## config.mk

```make
export PLATFORM = sky130hd
export DESIGN_NAME = mem_port_arbiter_flat
export DESIGN_NICKNAME = d
export VERILOG_FILES = /design/src/rtl/ppc_mem_pkg.sv /design/src/rtl/mem_port_arbiter_if.sv /design/src/rtl/mem_arb_pick.sv /design/src/rtl/mem_port_arbiter.sv /design/src/flat_wrapper.sv
export SDC_FILE = /design/constraint.sdc
export NUM_CORES = 1
export LEC_CHECK = 0
export CAP_MARGIN = 20
export CORE_AREA = 5 5 194 196
export DETAILED_ROUTE_END_ITERATION = 16
export DIE_AREA = 0 0 199 201
export GPL_ROUTABILITY_DRIVEN = 1
export HOLD_SLACK_MARGIN = 0.15
export PLACE_DENSITY = 0.54
export SYNTH_ARGS = -nofsm -noshare
export SYNTH_HDL_FRONTEND = slang
export SYNTH_HIERARCHICAL = 1
export SYNTH_SLANG_ARGS = --single-unit
```

## constraint.sdc

```tcl
create_clock -name clk -period 4.4 [get_ports clk]
set_clock_uncertainty 0.1 [all_clocks]
set_input_delay 0.66 -clock clk [delete_from_list [all_inputs] [get_ports clk]]
set_output_delay 0.66 -clock clk [all_outputs]
set_load 0.01 [all_outputs]
```

## src/rtl/ppc_mem_pkg.sv

```systemverilog
// Shared types and defaults for the fetch/data memory port arbiter.
package ppc_mem_pkg;

  localparam int ADDR_W_DFLT = 61;
  localparam int DATA_W_DFLT = 64;

  typedef enum logic [1:0] {
    ST_IDLE = 2'd0,
    ST_WAIT = 2'd1,
    ST_RESP = 2'd2
  } arb_state_e;

  typedef enum logic {
    REQ_IF = 1'b0,
    REQ_D  = 1'b1
  } req_id_e;

  // Latency counter width: wide enough to count MEM_LAT wait cycles, never zero bits.
  function automatic int lat_cnt_w(int lat);
    return (lat < 2) ? 1 : $clog2(lat);
  endfunction

endpackage

```

## src/rtl/mem_port_arbiter_if.sv

```systemverilog
// Requester-side and memory-side signals of the arbiter; slave is the arbiter's view.
interface mem_port_arbiter_if
  import ppc_mem_pkg::*;
#(
  parameter int ADDR_W = ADDR_W_DFLT,
  parameter int DATA_W = DATA_W_DFLT
);
  logic              if_req;
  logic [ADDR_W-1:0] if_addr;
  logic              if_gnt;
  logic              if_rvalid;
  logic [DATA_W-1:0] if_rdata;

  logic              d_req;
  logic              d_we;
  logic [ADDR_W-1:0] d_addr;
  logic [DATA_W-1:0] d_wdata;
  logic              d_gnt;
  logic              d_rvalid;
  logic [DATA_W-1:0] d_rdata;

  logic              m_en;
  logic              m_we;
  logic [ADDR_W-1:0] m_addr;
  logic [DATA_W-1:0] m_wdata;
  logic [DATA_W-1:0] m_rdata;

  modport slave (
    input  if_req, if_addr, d_req, d_we, d_addr, d_wdata, m_rdata,
    output if_gnt, if_rvalid, if_rdata, d_gnt, d_rvalid, d_rdata,
           m_en, m_we, m_addr, m_wdata
  );

  modport master (
    output if_req, if_addr, d_req, d_we, d_addr, d_wdata, m_rdata,
    input  if_gnt, if_rvalid, if_rdata, d_gnt, d_rvalid, d_rdata,
           m_en, m_we, m_addr, m_wdata
  );
endinterface

```

## src/rtl/mem_arb_pick.sv

```systemverilog
// Combinational winner select: data side wins unless fetch has waited out a full streak.
module mem_arb_pick
  import ppc_mem_pkg::*;
(
  input  logic    if_req_i,
  input  logic    d_req_i,
  input  logic    streak_max_i,
  output logic    valid_o,
  output req_id_e winner_o
);

  always_comb begin
    valid_o = if_req_i | d_req_i;
    if (d_req_i && !(if_req_i && streak_max_i)) begin
      winner_o = REQ_D;
    end else begin
      winner_o = REQ_IF;
    end
  end

endmodule

```

## src/rtl/mem_port_arbiter.sv

```systemverilog
// Shares one fixed-latency memory between fetch and load/store, one transaction in flight,
// data side favoured but bounded by a streak limit so fetch always progresses.
module mem_port_arbiter
  import ppc_mem_pkg::*;
#(
  parameter int ADDR_W          = ADDR_W_DFLT,
  parameter int DATA_W          = DATA_W_DFLT,
  parameter int MEM_LAT         = 1,
  parameter int MAX_DATA_STREAK = 4
) (
  input logic               clk,
  input logic               rst,
  mem_port_arbiter_if.slave bus
);

  localparam int CNT_W = lat_cnt_w(MEM_LAT);
  localparam int STK_W = $clog2(MAX_DATA_STREAK + 1);
  localparam logic [CNT_W-1:0] LAT_LAST = CNT_W'(MEM_LAT - 1);
  localparam logic [STK_W-1:0] STK_MAX  = STK_W'(MAX_DATA_STREAK);

  arb_state_e        state_q, state_d;
  logic [CNT_W-1:0]  lat_cnt_q, lat_cnt_d;
  logic [STK_W-1:0]  streak_q, streak_d;
  req_id_e           winner_q, winner_d;
  logic              we_q, we_d;
  logic [DATA_W-1:0] if_rdata_q, if_rdata_d;
  logic [DATA_W-1:0] d_rdata_q, d_rdata_d;

  logic              pick_valid;
  req_id_e           pick_id;
  logic              issue;
  logic [ADDR_W-1:0] pick_addr;

  mem_arb_pick u_pick (
    .if_req_i     (bus.if_req),
    .d_req_i      (bus.d_req),
    .streak_max_i (streak_q == STK_MAX),
    .valid_o      (pick_valid),
    .winner_o     (pick_id)
  );

  // Gated by rst so nothing is issued while reset is held, even from IDLE.
  assign issue = (state_q == ST_IDLE) && pick_valid && !rst;

  always_ff @(posedge clk or posedge rst) begin
    if (rst) begin
      state_q    <= ST_IDLE;
      lat_cnt_q  <= '0;
      streak_q   <= '0;
      winner_q   <= REQ_IF;
      we_q       <= 1'b0;
      if_rdata_q <= '0;
      d_rdata_q  <= '0;
    end else begin
      state_q    <= state_d;
      lat_cnt_q  <= lat_cnt_d;
      streak_q   <= streak_d;
      winner_q   <= winner_d;
      we_q       <= we_d;
      if_rdata_q <= if_rdata_d;
      d_rdata_q  <= d_rdata_d;
    end
  end

  always_comb begin
    state_d    = state_q;
    lat_cnt_d  = lat_cnt_q;
    streak_d   = streak_q;
    winner_d   = winner_q;
    we_d       = we_q;
    if_rdata_d = if_rdata_q;
    d_rdata_d  = d_rdata_q;
    case (state_q)
      ST_IDLE: begin
        if (!bus.if_req) begin
          streak_d = '0;
        end
        if (issue) begin
          state_d   = ST_WAIT;
          lat_cnt_d = '0;
          winner_d  = pick_id;
          we_d      = (pick_id == REQ_D) && bus.d_we;
          if (pick_id == REQ_IF) begin
            streak_d = '0;
          end else if (bus.if_req && (streak_q != STK_MAX)) begin
            streak_d = streak_q + STK_W'(1);
          end
        end
      end
      ST_WAIT: begin
        if (lat_cnt_q == LAT_LAST) begin
          state_d = ST_RESP;
          if (winner_q == REQ_IF) begin
            if_rdata_d = bus.m_rdata;
          end else begin
            d_rdata_d = we_q ? '0 : bus.m_rdata;
          end
        end else begin
          lat_cnt_d = lat_cnt_q + CNT_W'(1);
        end
      end
      ST_RESP: state_d = ST_IDLE;
      default: state_d = ST_IDLE;
    endcase
  end

  always_comb begin
    pick_addr     = (pick_id == REQ_D) ? bus.d_addr : bus.if_addr;
    bus.if_gnt    = issue && (pick_id == REQ_IF);
    bus.d_gnt     = issue && (pick_id == REQ_D);
    bus.m_en      = issue;
    bus.m_we      = issue && (pick_id == REQ_D) && bus.d_we;
    bus.m_addr    = issue ? pick_addr : '0;
    bus.m_wdata   = (issue && (pick_id == REQ_D)) ? bus.d_wdata : '0;
    bus.if_rvalid = (state_q == ST_RESP) && (winner_q == REQ_IF);
    bus.d_rvalid  = (state_q == ST_RESP) && (winner_q == REQ_D);
    bus.if_rdata  = if_rdata_q;
    bus.d_rdata   = d_rdata_q;
  end

endmodule

```

## src/flat_wrapper.sv

```systemverilog
// flat-port wrapper written by rule: the top's interface ports become plain ports
module mem_port_arbiter_flat import ppc_mem_pkg::*;
#(
  parameter int ADDR_W          = ADDR_W_DFLT,
  parameter int DATA_W          = DATA_W_DFLT,
  parameter int MEM_LAT         = 1,
  parameter int MAX_DATA_STREAK = 4
)
  (clk, rst, bus_if_req, bus_if_addr, bus_d_req, bus_d_we, bus_d_addr, bus_d_wdata, bus_m_rdata, bus_if_gnt, bus_if_rvalid, bus_if_rdata, bus_d_gnt, bus_d_rvalid, bus_d_rdata, bus_m_en, bus_m_we, bus_m_addr, bus_m_wdata);
  mem_port_arbiter_if #(.ADDR_W(ADDR_W), .DATA_W(DATA_W)) bus_i ();
  input logic clk;
  input logic rst;
  input wire logic [$bits(bus_i.if_req)-1:0] bus_if_req;
  input wire logic [$bits(bus_i.if_addr)-1:0] bus_if_addr;
  input wire logic [$bits(bus_i.d_req)-1:0] bus_d_req;
  input wire logic [$bits(bus_i.d_we)-1:0] bus_d_we;
  input wire logic [$bits(bus_i.d_addr)-1:0] bus_d_addr;
  input wire logic [$bits(bus_i.d_wdata)-1:0] bus_d_wdata;
  input wire logic [$bits(bus_i.m_rdata)-1:0] bus_m_rdata;
  output wire logic [$bits(bus_i.if_gnt)-1:0] bus_if_gnt;
  output wire logic [$bits(bus_i.if_rvalid)-1:0] bus_if_rvalid;
  output wire logic [$bits(bus_i.if_rdata)-1:0] bus_if_rdata;
  output wire logic [$bits(bus_i.d_gnt)-1:0] bus_d_gnt;
  output wire logic [$bits(bus_i.d_rvalid)-1:0] bus_d_rvalid;
  output wire logic [$bits(bus_i.d_rdata)-1:0] bus_d_rdata;
  output wire logic [$bits(bus_i.m_en)-1:0] bus_m_en;
  output wire logic [$bits(bus_i.m_we)-1:0] bus_m_we;
  output wire logic [$bits(bus_i.m_addr)-1:0] bus_m_addr;
  output wire logic [$bits(bus_i.m_wdata)-1:0] bus_m_wdata;
  assign bus_i.if_req = bus_if_req;
  assign bus_i.if_addr = bus_if_addr;
  assign bus_i.d_req = bus_d_req;
  assign bus_i.d_we = bus_d_we;
  assign bus_i.d_addr = bus_d_addr;
  assign bus_i.d_wdata = bus_d_wdata;
  assign bus_i.m_rdata = bus_m_rdata;
  assign bus_if_gnt = bus_i.if_gnt;
  assign bus_if_rvalid = bus_i.if_rvalid;
  assign bus_if_rdata = bus_i.if_rdata;
  assign bus_d_gnt = bus_i.d_gnt;
  assign bus_d_rvalid = bus_i.d_rvalid;
  assign bus_d_rdata = bus_i.d_rdata;
  assign bus_m_en = bus_i.m_en;
  assign bus_m_we = bus_i.m_we;
  assign bus_m_addr = bus_i.m_addr;
  assign bus_m_wdata = bus_i.m_wdata;
  mem_port_arbiter #(.ADDR_W(ADDR_W), .DATA_W(DATA_W), .MEM_LAT(MEM_LAT), .MAX_DATA_STREAK(MAX_DATA_STREAK)) u_core (.clk(clk), .rst(rst), .bus(bus_i));
endmodule
```

# Word-level counts from Yosys, hierarchy flattened
# Index checks and enable logic that the tools add are counted.
# word_totals
reg_bits,136
elab_cells,54
out_inout_bits,259
inputBits,255
# op_classes
add_sub_neg,2
n_eq_ne,6
n_bitwise,4
n_mux,15
reduce_logical,20
# op_table
op,count
64-bit 2-to-1 mux,2
61-bit 2-to-1 mux,2
3-bit 2-to-1 mux,4
1-bit logical AND,11
2-bit AND reduction,3
3-bit AND reduction,2
2-bit 2-to-1 mux,2
2-bit one-hot mux with 2 select lines,1
3-bit by 1-bit adder with 3-bit output (second input constant),1
3-bit equality test (second input constant),1
1-bit 2-to-1 mux,3
3-bit != test (second input constant),1
1-bit inverter,3
2-bit by 1-bit equality test with 1-bit output (second input constant),1
2-bit equality test (second input constant),1
1-bit zero test,2
2-bit zero test,1
2-bit by 1-bit != test with 1-bit output (second input constant),1
2-bit != test (second input constant),1
1-bit one-hot mux with 2 select lines,1
2-bit nonzero test,1
1-bit adder (second input constant),1
1-bit bitwise OR,1

# Depth between registers and ports, before layout
# Gate-level depths: netlist of run 1.
# logic_depth
word_depth,7
ltp_mapped,9
ltp_nobuf,8

# Hierarchy
# Netlist of run 1, hierarchy kept.
# by_module_without_submodules
mod,area_each_um2,cells_each,seq_area_each_um2,n_inst
mem_port_arbiter,6784.0,666,3378.2,1
mem_arb_pick,13.8,2,0.0,1

# Worst setup path before layout of run 1
# No wires, ideal clock.
# synth_path
path_kind,register -> output
from,register u_core.streak_q[0]
to,output port bus_m_addr[15]
t_arrival_ns,1.950
path_slack_ns,1.690
required_ns,3.640
path_buffers,2
path_stages_with_launch,10
path_cell_list,dfrtp_1 -> inv_1 -> ha_1 -> nand2_1 -> inv_1 -> a21boi_0 -> buf_4 -> clkbuf_1 -> mux2i_1 -> nor2_1
# synth_between
elab_chain_cells,7
# synth_lines
element,line,text
start: declaration,mem_port_arbiter.sv:23,"logic [STK_W-1:0] streak_q, streak_d;"
start signal: assignment,mem_port_arbiter.sv:57,streak_q <= streak_d;
3-bit equality test,mem_port_arbiter.sv:37,".streak_max_i (streak_q == STK_MAX),"
1-bit logical AND,mem_arb_pick.sv:14,if (d_req_i && !(if_req_i && streak_max_i)) begin
1-bit zero test,mem_arb_pick.sv:14,
1-bit logical AND,mem_arb_pick.sv:14,
1-bit 2-to-1 mux,mem_arb_pick.sv:14,
net u_core.pick_id,mem_port_arbiter.sv:30,req_id_e pick_id;
61-bit 2-to-1 mux,mem_port_arbiter.sv:108,pick_addr = (pick_id == REQ_D) ? bus.d_addr : bus.if_addr;
61-bit 2-to-1 mux,mem_port_arbiter.sv:113,bus.m_addr = issue ? pick_addr : '0;
end: declaration,flat_wrapper.sv:28,output wire logic [$bits(bus_i.m_addr)-1:0] bus_m_addr;
# The timed path passes the listed nets, and every way through them passes these cells.

# Worst setup path after layout of run 1
# layout_path
from,input port bus_if_req
to,output port bus_m_addr[29]
# layout_between
word_cells_on_any_way,9
classes_between,3 x mux; 1 x bitwise; 5 x reduce/logical
# layout_rtl
element,line,text
start: declaration,flat_wrapper.sv:13,input wire logic [$bits(bus_i.if_req)-1:0] bus_if_req;
1-bit bitwise OR,mem_arb_pick.sv:13,valid_o = if_req_i | d_req_i;
net u_core.pick_valid,mem_port_arbiter.sv:29,logic pick_valid;
1-bit logical AND (2 in series),mem_port_arbiter.sv:43,assign issue = (state_q == ST_IDLE) && pick_valid && !rst;
61-bit 2-to-1 mux,mem_port_arbiter.sv:113,
# The timed path passes the listed nets, and every way through them passes these cells.

==> results.ini, run 1 <==
[detailed_routing]
via_per_inst = 4.14
drt-pass1-iter-count = 6
num_vias = 6792
wl_microns = 33700
wl_per_cell_microns = 20.5
drt-initial-drc-count = 243
antenna_left = 0
remaining_drc_errors = 0

[yosys]
syn_area_per_cell_sq_um = 10.2
synth_cell_types = 33
syn-num-nets = 925
ys_seq_area_frac = 0.497
synth_edf_count = 0
synth_seq_cells = 135
synth_top_cell_by_area = dfrtp_1
synthArstFlopShare = 1.00
synth-main-ff-cell = dfrtp_1
synth_area_leaders = dfrtp_1, mux2i_1, nand2b_1, and3_1, mux2_1
synth_top_area_frac = 0.497
syn_inst = 668
syn_area_sq_um = 6800
yosysWarningCount = 6

[worst_hold_path]
hold_path.class = reg -> reg

[layout]
syn_to_final_growth_pct = 91.1
final_nets = 1417
drive_above_1_share = 0.0700

[worst_setup_path]
cp_num_buf_inv = 3
cp_data_required_time_ns = 3.64
worstPathArrival_ns = 3.08
cp_max_fo = 65
worstSetupPathType = in -> out
cpMostUsedCell = clkdlybuf4s50_1
critPathSlowestCell = clkdlybuf4s50_1
cp-start-kind = input pin
worstSetupEndpointType = primary output
crit_family = buffers and inverters
critPathMaxStageDelay_ns = 0.54
critical_path.cell_chain = clkdlybuf4s50_1, or2_1, nand2b_1, or2_4, buf_4, nor2_1, clkdlybuf4s50_1

[power_and_ir_drop]
p_int_w = 0.00430
p_leak_nw = 5.61
peakVddDrop_mv = 0.263
pwr-share-seq = 0.337
switching_share = 0.312
p_comb_frac = 0.442
cellPowerDensity_nw_per_um2 = 481
switchingPower_w = 0.00195
clkPwrFrac = 0.221

[die]
start_util = 0.189
coreArea_sq_um = 35900
io_pins = 514
fp.dieArea_sq_um = 40000
die_y_microns = 201
fp.dieW_microns = 199
core.rowCount = 70

[grt]
grt_antenna_before_repair = 12
grt_max_degree = 75
grt_pass1_vias = 7235
grt.overflow.total = 0
grt_usage = 0.163
grt_pass1_wl_microns = 48600

[clocking]
cts_tree = yes
post-cts-setup-buffers = 0
cts.sinks = 135
clk_pin_slew_worst_paths_ns = 0.05
cts_buffers = 17
insertion_delay_ns = 0.42
ctsHtreeMaxLevel = 4
cts-root-buf = clkbuf_16
clockBufferDepth = 2
post_cts_resized = 0
hold_buffers = 0

[timing]
min_period_over_period = 0.872
setup_slack_ns = 0.562
drv_slew = 0
period_minus_slack_ns = 3.84
rsz0062_at_grt = no
fmax_ghz = 0.261
setup_tns_ns = 0
setup_viol_count_final = 0
hold_viol_final = 0
tightestPinTransition_ns = 0.762
relSlewSlack = 0.491

[job]
maxCapViolations = 0

[placement]
routabilityCongestion = 0.895
dp_hpwl_microns = 27900
port_buffers = 513
dpl_worst_slack_ns = 0.559

[outcome]
status = finished clean

==> worst register-to-register path, delay by kind of cell (launching register included) <==
| family | cells | cell delay (ns) |
|---|---|---|
| DFF | 1 | 0.39 |
| and+or+nand+nor | 2 | 0.84 |
| muxes | 1 | 0.39 |
| buffers and inverters | 1 | 0.47 |
==> Yosys cell counts, drive strengths merged (2+ instances only) <==
cell / instances
dfrtp: 135
nand2b: 66
and3: 65
nand2: 65
o21ai: 65
mux2: 64
mux2i: 62
nor2: 62
clkbuf: 33
buf: 23
inv: 5
or2: 3
a21o: 2
and2: 2
ha: 2
nor2b: 2
==> power groups by stage <==
| stage | Sequential [W] | Clock [W] | Combinational, W |
|---|---|---|---|
| after floorplan | 0.00239 | 0 | 0.000720 |
| after global placement | 0.00211 | 0 | 0.00280 |
| after detailed placement | 0.00214 | 0 | 0.00282 |
| after CTS | 0.00212 | 0.00143 | 0.00282 |
| after global routing | 0.00220 | 0.00148 | 0.00297 |
| final | 0.00211 | 0.00138 | 0.00276 |
==> worst paths after layout <==
check	startpoint	to	slack, ns	depth (start not counted)
max	bus_if_req	bus_m_addr[29]	0.56	7
min	u_core/bus.d_rdata[1]	u_core/bus.d_rdata[1]	0.38	2
max reg2reg	u_core/state_q[0]	u_core/bus.if_rdata[38]	2.08	4
min reg2reg	u_core/bus.d_rdata[1]	u_core/bus.d_rdata[1]	0.38	2
max in group asynchronous	rst	u_core/bus.d_rdata[22]	2.59	3
min in group asynchronous	rst	u_core/bus.d_rdata[58]	0.70	2
==> cells in the final DEF, fill, tap and decap left out, drive strengths merged <==
| cell type | instances |
|---|---|
| nand3b | 1 |
| a21oi | 1 |
| and3b | 1 |
| mux2 | 64 |
| or2 | 3 |
| nand2b | 66 |
| a31oi | 1 |
| nor2b | 2 |
| bufinv | 2 |
| nor3b | 1 |
| mux2i | 62 |
| nand4 | 1 |
| and4 | 1 |
| a221oi | 1 |
| nor2 | 62 |
| dfrtp | 135 |
| and2 | 2 |
| nand2 | 65 |
| nand3 | 1 |
| a21o | 2 |
| diode | 2 |
| inv | 5 |
| and3 | 65 |
| a21boi | 1 |
| clkinv | 5 |
| a211oi | 1 |
| o21ai | 65 |
| clkbuf | 21 |
| buf | 16 |
| clkinvlp | 3 |
| clkdlybuf4s50 | 513 |
| ha | 2 |
==> cell families (layout without fill, tap and decap cells) <==
group	Yosys count	count (layout)	synth area share
adder cells (fa/ha/maj)	2	2	0.00368
flip-flops	135	135	0.497
AND/OR/NAND/NOR	271	271	0.204
buffers and inverters	62	565	0.0429
other	0	2	0
multiplexers	126	126	0.197
AO/OA/AOI/OAI	72	72	0.0552
==> state kept, by name (all words and copies together), names as in the netlist <==
signal and flops:
u_core/state_q 2, u_core/streak_q 3, u_core/bus.if_rdata 64, u_core/we_q 1, u_core/bus.d_rdata 64, u_core/winner_q 1
==> layer usage <==
metal  wire [microns]  GRT usage
met4             1050     0.0638
met1            11900      0.166
met2            17300      0.293
met5              103          0
met3             3340     0.0695
==> per-stage QoR <==
step | total power, W | area [sq um] | cells | util | hold slack [ns]
2_1_floorplan | 0.00311 | 6800 | 668 | - | 0.345
3_3_place_gp | 0.00491 | 12400 | 1609 | 0.346 | 0.362
3_5_place_dp | 0.00495 | 12400 | 1609 | 0.346 | 0.369
4_1_cts | 0.00637 | 13000 | 1639 | 0.362 | 0.381
5_1_grt | 0.00665 | 13000 | 1640 | 0.362 | 0.402
6_report | 0.00625 | 13000 | 1641 | 0.362 | 0.376
==> area by class of cell <==
class | instances | area, sq um
well taps | 468 | 586
clock inverters | 9 | 103
diodes | 2 | 5.00
repair buffers | 529 | 5280
clock buffers | 21 | 460
inverters | 6 | 28.8
fillers | 3719 | 22900
multi-input cells | 471 | 3150
flip-flops and latches | 135 | 3380
(Power assumes the default switching activity.)
==> run 2, diff against run 1 <==
PLACE_DENSITY = 0.5   (was 0.54)
==> results.ini, run 2 (synthesized netlist as in run 1, its figures left out) <==
[timing]
setup_viol_count_final = 0
whs_ns = 0.377
setup_slack_ns = 0.513
setup_tns_ns = 0
fmax_ghz = 0.257
relSlewSlack = 0.500
hold_viol_final = 0
tightestPinTransition_ns = 0.748
drv_slew = 0
period_minus_slack_ns = 3.89
min_period_over_period = 0.883
rsz0062_at_grt = no

[clocking]
cts_buffers = 17
cts-root-buf = clkbuf_16
clk_pin_slew_worst_paths_ns = 0.05
clockBufferDepth = 2
hold_buffers = 0
insertion_delay_ns = 0.42
post_cts_resized = 0
ctsHtreeMaxLevel = 4
cts_tree = yes
cts.sinks = 135
post-cts-setup-buffers = 0

[die]
coreArea_sq_um = 35900
fp.dieW_microns = 199
core.rowCount = 70
fp.dieArea_sq_um = 40000
die_y_microns = 201
io_pins = 514
start_util = 0.189

[worst_setup_path]
crit_family = buffers and inverters
critical_path.cell_chain = clkdlybuf4s50_1, or2_1, nand2b_1, or2_4, clkinv_2, buf_4, and3_1, clkdlybuf4s50_1
worstSetupPathType = in -> out
cpMostUsedCell = clkdlybuf4s50_1
cp_max_fo = 45
critPathSlowestCell = clkdlybuf4s50_1
critPathMaxStageDelay_ns = 0.53
cp_data_required_time_ns = 3.64
worstPathArrival_ns = 3.13
r2r_slack_ns = 2.19
cp-start-kind = input pin
worstSetupEndpointType = primary output
cp_num_buf_inv = 4

[power_and_ir_drop]
p_comb_frac = 0.442
switching_share = 0.313
switchingPower_w = 0.00195
fin_total_pwr_w = 0.00622
clkPwrFrac = 0.217
p_int_w = 0.00427
p_leak_nw = 5.61
pwr-share-seq = 0.341
cellPowerDensity_nw_per_um2 = 479
peakVddDrop_mv = 0.295

[detailed_routing]
wl_microns = 33100
drt-pass1-iter-count = 6
via_per_inst = 4.07
num_vias = 6682
wl_per_cell_microns = 20.2
drt-initial-drc-count = 240
remaining_drc_errors = 0
antenna_left = 0

[grt]
grt_max_degree = 77
grt_usage = 0.160
grt_pass1_vias = 7180
grt.overflow.total = 0
top_usage_layer = met2
met3_usage = 0.0678
grt_pass1_wl_microns = 47900
grtUsageMet1 = 0.161
use_met2 = 0.296
grt_antenna_before_repair = 12

[placement]
routabilityCongestion = 0.850
dpl_worst_slack_ns = 0.515
dp_hpwl_microns = 27000
port_buffers = 513

[layout]
mostFrequentLayoutCells = clkdlybuf4s50_1, dfrtp_1, nand2b_1
syn_to_final_growth_pct = 91.1
filler_cell_count = 3731
multi_input_area_sq_um = 3150
final_nets = 1416
drive_above_1_share = 0.0700
seqCellArea_sq_um = 3380
final_common_cell = clkdlybuf4s50_1

[worst_hold_path]
hold_path.class = reg -> reg

[outcome]
status = finished clean

[job]
maxCapViolations = 0

-- run 2: changes by cell type in the layout (fill, tap and decap cells not counted) --
cell       change
bufinv_16      -1
clkbuf_8       +2
buf_12         +1
buf_4          -2
-- run 2: metal layers --
layer  vias to the layer above  routed length [microns]
met4                        20                      770
met1                      3098                    11500
met5                         -                      117
li1                       3234                        -
met2                       276                    17600
met3                        54                     3120
-- run 2: worst reg2reg max path: stages, from the launching register on --
cell and delay (ns):
dfrtp_1 0.38, nor2b_1 0.18, nor2b_4 0.65, buf_12 0.38
mux2_2 0.40
-- run 2: final cells by class --
class / instances / area share
Inverter: 6 / 0.00222
Clock buffer: 23 / 0.0376
Sequential cell: 135 / 0.260
Antenna cell: 2 / 0.000385
Multi-Input combinational cell: 471 / 0.242
Timing Repair Buffer: 528 / 0.407
Clock inverter: 8 / 0.00559
Tap cell: 468 / 0.0451
-- run 2: worst paths after layout --
kind                                            start  depth (start not counted)                 endpoint
worst max-delay path                       bus_if_req                          8          bus_m_wdata[13]
worst min-delay path            u_core/bus.d_rdata[5]                          2    u_core/bus.d_rdata[5]
worst max register to register      u_core/state_q[0]                          4  u_core/bus.if_rdata[52]
worst min register to register  u_core/bus.d_rdata[5]                          2    u_core/bus.d_rdata[5]
max in group asynchronous                         rst                          3   u_core/bus.if_rdata[8]
min in group asynchronous                         rst                          2  u_core/bus.if_rdata[51]
-- run 2: stage by stage --
step	instance area, sq um	cells	util
finish	13000	1641	0.362
global route	13000	1640	0.362
CTS	13000	1639	0.362
detailed placement	12400	1608	0.346
global placement	12400	1608	0.346
floorplan	6800	668	-
-- run 2: power groups by stage --
stage	Clock, W	Combinational (W)	Sequential (W)
floorplan	0	0.000720	0.00239
global placement	0	0.00280	0.00212
detailed placement	0	0.00281	0.00215
CTS	0.00142	0.00282	0.00213
global route	0.00146	0.00296	0.00221
finish	0.00135	0.00275	0.00212
